### src/rtl/conv_row_scheduler.sv
`default_nettype none
// conv_row_scheduler: round-robin two-requester row feeder for a 1-D conv engine,
// one row in flight, engine timeout and buffered response.  Revision 1.0
module conv_row_scheduler #(
  parameter int TIMEOUT_CYCLES = 255
) (
  input  logic         clk,
  input  logic         rst,
  input  logic [1:0]   req_valid,
  input  logic [255:0] req_row0,
  input  logic [255:0] req_row1,
  output logic [1:0]   req_ready,
  output logic         eng_start,
  output logic [255:0] eng_row,
  input  logic         eng_done,
  input  logic [539:0] eng_result,
  output logic         rsp_valid,
  input  logic         rsp_ready,
  output logic         rsp_id,
  output logic         rsp_err,
  output logic [539:0] rsp_data,
  output logic [15:0]  rows_done
);

  localparam logic [7:0] TMO_LAST = 8'(TIMEOUT_CYCLES - 1);

  typedef enum logic [1:0] {
    S_IDLE  = 2'd0,
    S_ISSUE = 2'd1,
    S_WAIT  = 2'd2,
    S_RESP  = 2'd3
  } state_t;

  state_t         state_q, state_d;
  logic           last_grant_q, last_grant_d;
  logic           cur_id_q, cur_id_d;
  logic [255:0]   eng_row_q, eng_row_d;
  logic [7:0]     cnt_q, cnt_d;
  logic           rsp_id_q, rsp_id_d;
  logic           rsp_err_q, rsp_err_d;
  logic [539:0]   rsp_data_q, rsp_data_d;
  logic [15:0]    rows_done_q, rows_done_d;

  logic           grant;
  logic           accept;

  // Tie goes to the requester that was not served last; otherwise the lone valid one wins.
  always_comb begin
    grant = 1'b0;
    if (req_valid == 2'b11) begin
      grant = ~last_grant_q;
    end else begin
      grant = ~req_valid[0];
    end
  end

  assign req_ready = (state_q == S_IDLE) ? (req_valid & (grant ? 2'b10 : 2'b01)) : 2'b00;
  assign accept    = |req_ready;

  always_comb begin
    state_d      = state_q;
    last_grant_d = last_grant_q;
    cur_id_d     = cur_id_q;
    eng_row_d    = eng_row_q;
    cnt_d        = cnt_q;
    rsp_id_d     = rsp_id_q;
    rsp_err_d    = rsp_err_q;
    rsp_data_d   = rsp_data_q;
    rows_done_d  = rows_done_q;
    case (state_q)
      S_IDLE: begin
        if (accept) begin
          state_d      = S_ISSUE;
          eng_row_d    = grant ? req_row1 : req_row0;
          cur_id_d     = grant;
          last_grant_d = grant;
        end
      end
      S_ISSUE: begin
        state_d = S_WAIT;
        cnt_d   = 8'd0;
      end
      S_WAIT: begin
        // A done pulse on the final timeout cycle still counts as success.
        if (eng_done) begin
          state_d    = S_RESP;
          rsp_data_d = eng_result;
          rsp_err_d  = 1'b0;
          rsp_id_d   = cur_id_q;
        end else if (cnt_q == TMO_LAST) begin
          state_d    = S_RESP;
          rsp_data_d = '0;
          rsp_err_d  = 1'b1;
          rsp_id_d   = cur_id_q;
        end else begin
          cnt_d = cnt_q + 8'd1;
        end
      end
      S_RESP: begin
        if (rsp_ready) begin
          state_d = S_IDLE;
          if (!rsp_err_q && (rows_done_q != 16'hFFFF)) begin
            rows_done_d = rows_done_q + 16'd1;
          end
        end
      end
      default: state_d = S_IDLE;
    endcase
  end

  always_ff @(posedge clk) begin
    if (rst) begin
      state_q      <= S_IDLE;
      last_grant_q <= 1'b1;
      cur_id_q     <= 1'b0;
      eng_row_q    <= '0;
      cnt_q        <= 8'd0;
      rsp_id_q     <= 1'b0;
      rsp_err_q    <= 1'b0;
      rsp_data_q   <= '0;
      rows_done_q  <= 16'd0;
    end else begin
      state_q      <= state_d;
      last_grant_q <= last_grant_d;
      cur_id_q     <= cur_id_d;
      eng_row_q    <= eng_row_d;
      cnt_q        <= cnt_d;
      rsp_id_q     <= rsp_id_d;
      rsp_err_q    <= rsp_err_d;
      rsp_data_q   <= rsp_data_d;
      rows_done_q  <= rows_done_d;
    end
  end

  assign eng_start = (state_q == S_ISSUE);
  assign eng_row   = eng_row_q;
  assign rsp_valid = (state_q == S_RESP);
  assign rsp_id    = rsp_id_q;
  assign rsp_err   = rsp_err_q;
  assign rsp_data  = rsp_data_q;
  assign rows_done = rows_done_q;

endmodule
`default_nettype wire

### config.mk
export PLATFORM = sky130hd
export DESIGN_NAME = conv_row_scheduler
export DESIGN_NICKNAME = d
export VERILOG_FILES = /design/src/rtl/conv_row_scheduler.sv
export SDC_FILE = /design/constraint.sdc
export NUM_CORES = 2
export LEC_CHECK = 0
export BUFFER_PORTS_ARGS = -buffer_cell sky130_fd_sc_hd__buf_2
export CAP_MARGIN = 5
export CORE_AREA = 2 2 721 723
export CTS_BUF_LIST = sky130_fd_sc_hd__clkbuf_4 sky130_fd_sc_hd__clkbuf_8
export CTS_CLUSTER_SIZE = 10
export DETAILED_ROUTE_END_ITERATION = 8
export DIE_AREA = 0 0 723 725
export PLACE_DENSITY_LB_ADDON = 0.2
export SLEW_MARGIN = 20
export SYNTH_ARGS = -nofsm -noshare
export SYNTH_HDL_FRONTEND = slang
export SYNTH_SLANG_ARGS = --single-unit
### constraint.sdc
create_clock -name clk -period 2.3 [get_ports clk]
set_input_delay 0.115 -clock clk [delete_from_list [all_inputs] [get_ports clk]]
set_output_delay 0.115 -clock clk [all_outputs]
set_load 0.01 [all_outputs]
# Word level (Yosys, flattened, before mapping)
# Index checks and enable logic that the tools add are counted.
# W data, S select, Z words.
# op_classes
mux	18
n_addsub	2
n_bitwise	3
n_reduce_logical	11
n_eq_ne	11
# ops
cell	count
$mux W540	2
$mux W256	1
$add A16 B1 Y16 const B	1
$mux W8	2
$ne A16 B16 Y1 const B	1
$pmux W8 S2	1
$mux W2	6
$reduce_and A3 Y1	3
$add A8 B1 Y8 const B	1
$eq A8 B8 Y1 const B	1
$pmux W2 S4	1
$eq A2 B2 Y1 const B	3
$ne A2 B2 Y1 const B	3
$mux W1	5
$reduce_and A2 Y1	2
$reduce_bool A2 Y1	2
$ne A3 B3 Y1 const B	1
$and A2 B2 Y2	1
$eq A2 B1 Y1 const B	1
$logic_not A2 Y1	1
$ne A2 B1 Y1 const B	1
$not A1 Y1	2
$reduce_or A2 Y1	1
$logic_and A1 B1 Y1	1
$logic_not A1 Y1	1
# word_totals
wordCells	54
ff_bits	826
output_inout_bits	818
in_bits	1058

# Logic depth before layout (Yosys ltp)
# logic_depth
word_depth	8
mapped_depth	9
depth_no_buf	6

# Worst setup path after synthesis
# Ideal clock, no wire load.
# synth_path
kind	reg-to-reg
startpoint	register rows_done_q[0], in the netlist rows_done[0]
endpoint	register rows_done_q[12], in the netlist rows_done[12]
n_path_buf	0
required_ns	2.179
setup_ns	0.121
setup_slack_ns	0.243
synth_period_minus_slack_ns	2.057
t_arrival_ns	1.936
path_stages_with_launch	6
path_cell_list	dfxtp_1 -> ha_1 -> nand3_1 -> or4_4 -> nor3_1 -> mux2_2
# synth_between
elab_chain_cells	3
word_cells_on_any_way	4
cone_classes	add/sub (1); eq/ne (1); reduce/logical (2)
# synth_lines
item	line_no	text
start: declaration	42	logic [15:0] rows_done_q, rows_done_d;
start signal: assignment	131	rows_done_q <= rows_done_d;
parallel branches: the longest is 3 deep, another holds $add A16 B1 Y16	-	
# Parallel ways; which one is timed is not known.
# A chain may end at the register's enable or synchronous reset.

# Final worst setup path
# layout_path
startpoint	register state_q[0]
endpoint	register rsp_data_q[426], in the netlist rsp_data[426]
# layout_between
elab_chain_cells	2
# layout_lines
item	line_no	text
start: declaration	34	state_t state_q, state_d;
start signal: assignment	123	state_q <= state_d;
$eq A2 B2 Y1	70	case (state_q)
$reduce_and A2 Y1 (no source line)	-	
end signal: assignment	130	rsp_data_q <= rsp_data_d;
end: declaration	41	logic [539:0] rsp_data_q, rsp_data_d;
# Every way passes these cells.

==> results by group <==
Placement
  – Placed instance count: 11800
  – Placed cell areas: 0.0490 mm^2
  – Dpl hpwl: 349000 um
  – GP Congestion: 1.00
  – # port buffers: 1875

Global route
  – GRT Residual Overflow: 0
  – Global-route usage over all layers: 0.148
  – First-pass GRT wire length: between 400000 and 500000 um
  – Number of global-route vias before repair: 42800
  – Initial antenna violation count: roughly 180
  – Largest net degree at the start of global routing: 106

Final layout
  – Final Util: 0.140
  – Final #Nets: 7995
  – Non-filler cells, final: 14100
  – Filler cells: 59300
  – Finished Cell Area: 0.0720 mm^2
  – P&R area growth vs syn: 137%
  – Layout cells sized above 1: 0.339

Critical path
  – Crit. End Element: flip-flop
  – CP Max Fanout: 15
  – Worst-path cell chain: inv_4 -> ha_1 -> nand4_1 -> o21a_4 -> buf_12 -> a22oi_1 -> dlygate4sd3_1 -> nor2_1
  – Setup crit start kind: flip-flop
  – CP top delay family: buffers and inverters
  – Slowest-stage cell, CP: dlygate4sd3_1
  – Setup CP Type: reg2reg
  – Critical path arrival: 3090 ps
  – Crit. Startpoint: state_q[0]
  – Buffer and inverter count on the worst path: 3
  – Worst EP required: 3200 ps
  – Worst r2r src: state_q[0]
  – Worst stage delay on the critical path: around 580 ps

CTS
  – H-tree Lvls: 4
  – Clock Latency Late Sink: around 1100 ps
  – Clk pin slew, worst setup/hold paths: 60 ps
  – Clock tree sinks: 826
  – CTS Buf Count: 189
  – CTS tree: built
  – CTS Buffer Depth: 4
  – Clock tree root driver cell: clkbuf_8

Detailed routing
  – Routed wire length: 406000 um
  – Number of remaining DRC errors: 0
  – Vias/cell: 2.92
  – First-pass DRT Iterations: 7
  – Post-route ant nets: 0
  – WL/cell: 28.9 um
  – Via count: 41000
  – DRT iter0 DRCs: between 2000 and 2500

Floorplan
  – Die width: 723 um
  – DIE AREA: 0.524 mm^2
  – Core footprint: 0.516 mm^2
  – Die Ht: between 700 and 800 um
  – FP Rows: between 200 and 300
  – Initial Utilization: 0.0588
  – Io pins: 1876

STA
  – Relative slew slack: 0.396
  – F_max: 0.457 GHz
  – Final Setup Violations: 0
  – Hold Slack: 137 ps
  – Worst Clk Skew: 175 ps
  – Actual slew at the worst max-slew pin: 906 ps
  – RSZ-0062 raised after global routing: false
  – Max Slew Vio Count: 0
  – Min Clock Period, post-route: 2190 ps
  – Final hold vios: 0
  – Final period util: 0.951

Yosys
  – Top FF cell, synth: dfxtp_1
  – Cell taking the most area after synthesis: dfxtp_1
  – Post-synthesis register bit count: roughly 830
  – Ranking of synthesized cells by area: dfxtp_1 54%, a22oi_1 13%, nor2_1 9.9%
  – Syn_nets: around 4200
  – Post-synthesis cell area: 0.0304 mm^2
  – Number of synthesized flops with an enable pin: 0
  – Sequential share of the synthesized area: 0.545
  – Synth Warn #: 0
  – Area share of the largest cell type after synthesis: 0.545
  – Mean post-synth cell area: 9.67 um^2
  – Post-synth top cells: 826 x dfxtp_1, 802 x nor2_1, 540 x a22oi_1
  – Async set-reset flop share out of synthesis: 0
  – Synth cell types: 46
  – Most numerous cell in the Yosys netlist: dfxtp_1
  – Cells after synthesis: 3138

Power and ir drop
  – Total Power: 61500 uW
  – VDD IR max: 0.000451 V
  – Leak: 0.0303 uW
  – P per Cell Area: 854 mW/mm^2

Worst hold path
  – Worst min path class: in2reg
  – Worst Hold Launch: eng_result[386]

Outcome
  – Outcome: finished, final reports clean

Job
  – Max-cap viol count: 0
[worst min-delay path: stages]
cell	delay [ps]
dlygate4sd3_1	660
buf_2	190
a22oi_1	80
nor2_1	80
[area by class of cell]
class | count | area, um^2 | share of cell area
well taps | 6916 | 8650 | 0.120
clock inverters | 31 | 393 | 0.00546
flip-flops and latches | 826 | 16500 | 0.230
clock buffers | 298 | 3720 | 0.0517
multi-input cells | 2001 | 12600 | 0.175
diodes | 79 | 198 | 0.00275
repair buffers | 3900 | 29900 | 0.415
inverters | 11 | 43.8 | 0.000608
[cell usage in the layout, fill, tap and decap left out, types with 8 or more instances in the layout]
cell type	instances
buf_2	1871
dlygate4sd3_1	1859
dfxtp_1	823
nor2_1	801
a22oi_1	540
a211oi_1	260
mux2i_1	251
clkbuf_8	237
buf_4	119
diode_2	79
clkbuf_4	61
buf_12	47
a21oi_1	19
nand2_1	15
clkinv_2	15
nor3_1	12
or4_1	10
nand3_1	10
o21ai_0	9
inv_1	8
nand4_1	8
[metal layers]
metal / vias up / global-route usage / wire length [um]
li1: 19200 / - / -
met5: - / 0 / 404
met2: 1724 / 0.245 / 186000
met3: 603 / 0.0853 / 52500
met1: 19500 / 0.153 / 146000
met4: 62 / 0.0612 / 20500
[report_power, final]
group / internal [uW] / switching (uW) / leakage, uW
Clock: 10800 / 8600 / 0.00219
Sequential: 17200 / 1660 / 0.00674
Combinational: 8040 / 15200 / 0.0214
Total: 36000 / 25500 / 0.0303
[worst paths after layout]
path	endpoint	slack, ps	cells after the start
max	rsp_data[426]	110	8
min	rsp_data[386]	140	4
max reg2reg	rsp_data[426]	110	8
min reg2reg	rsp_id	470	2
[logic make-up (layout without fill, tap and decap cells)]
family,Yosys count,in the layout,share of synthesized area
buffers and inverters,311,4240,0.0423
AOI/OAI and AO/OA,853,853,0.209
muxes,257,257,0.0848
adders and majority gates,8,8,0.00330
and+or+nand+nor,883,883,0.116
other,0,79,0
DFF,826,826,0.545
[flip-flops by register name (all words and copies together) (netlist names)]
| name | cells |
|---|---|
| cnt_q | 8 |
| cur_id_q | 1 |
| eng_row | 256 |
| last_grant_q | 1 |
| rows_done | 16 |
| rsp_data | 540 |
| rsp_err | 1 |
| rsp_id | 1 |
| state_q | 2 |
[repair_timing]
| action | 4_1_cts | 5_1_grt |
|---|---|---|
| cloned | 0 | 0 |
| gates resized for setup | 19 | 5 |
| endpoints found under the setup margin | 3 | 4 |
| hold buffers | 1859 | 0 |
| pin swaps | 2 | 2 |
| hold endpoints to repair | 826 | 0 |
| buffers inserted | 5 | 0 |
[per-stage QoR]
stage	setup slack (ps)	TNS [ps]
2_1_floorplan	243	0
3_3_place_gp	195	0
3_5_place_dp	201	0
4_1_cts	-124	-243
5_1_grt	3.47	0
6_report	113	0
Power figures use the tool's default switching activity.
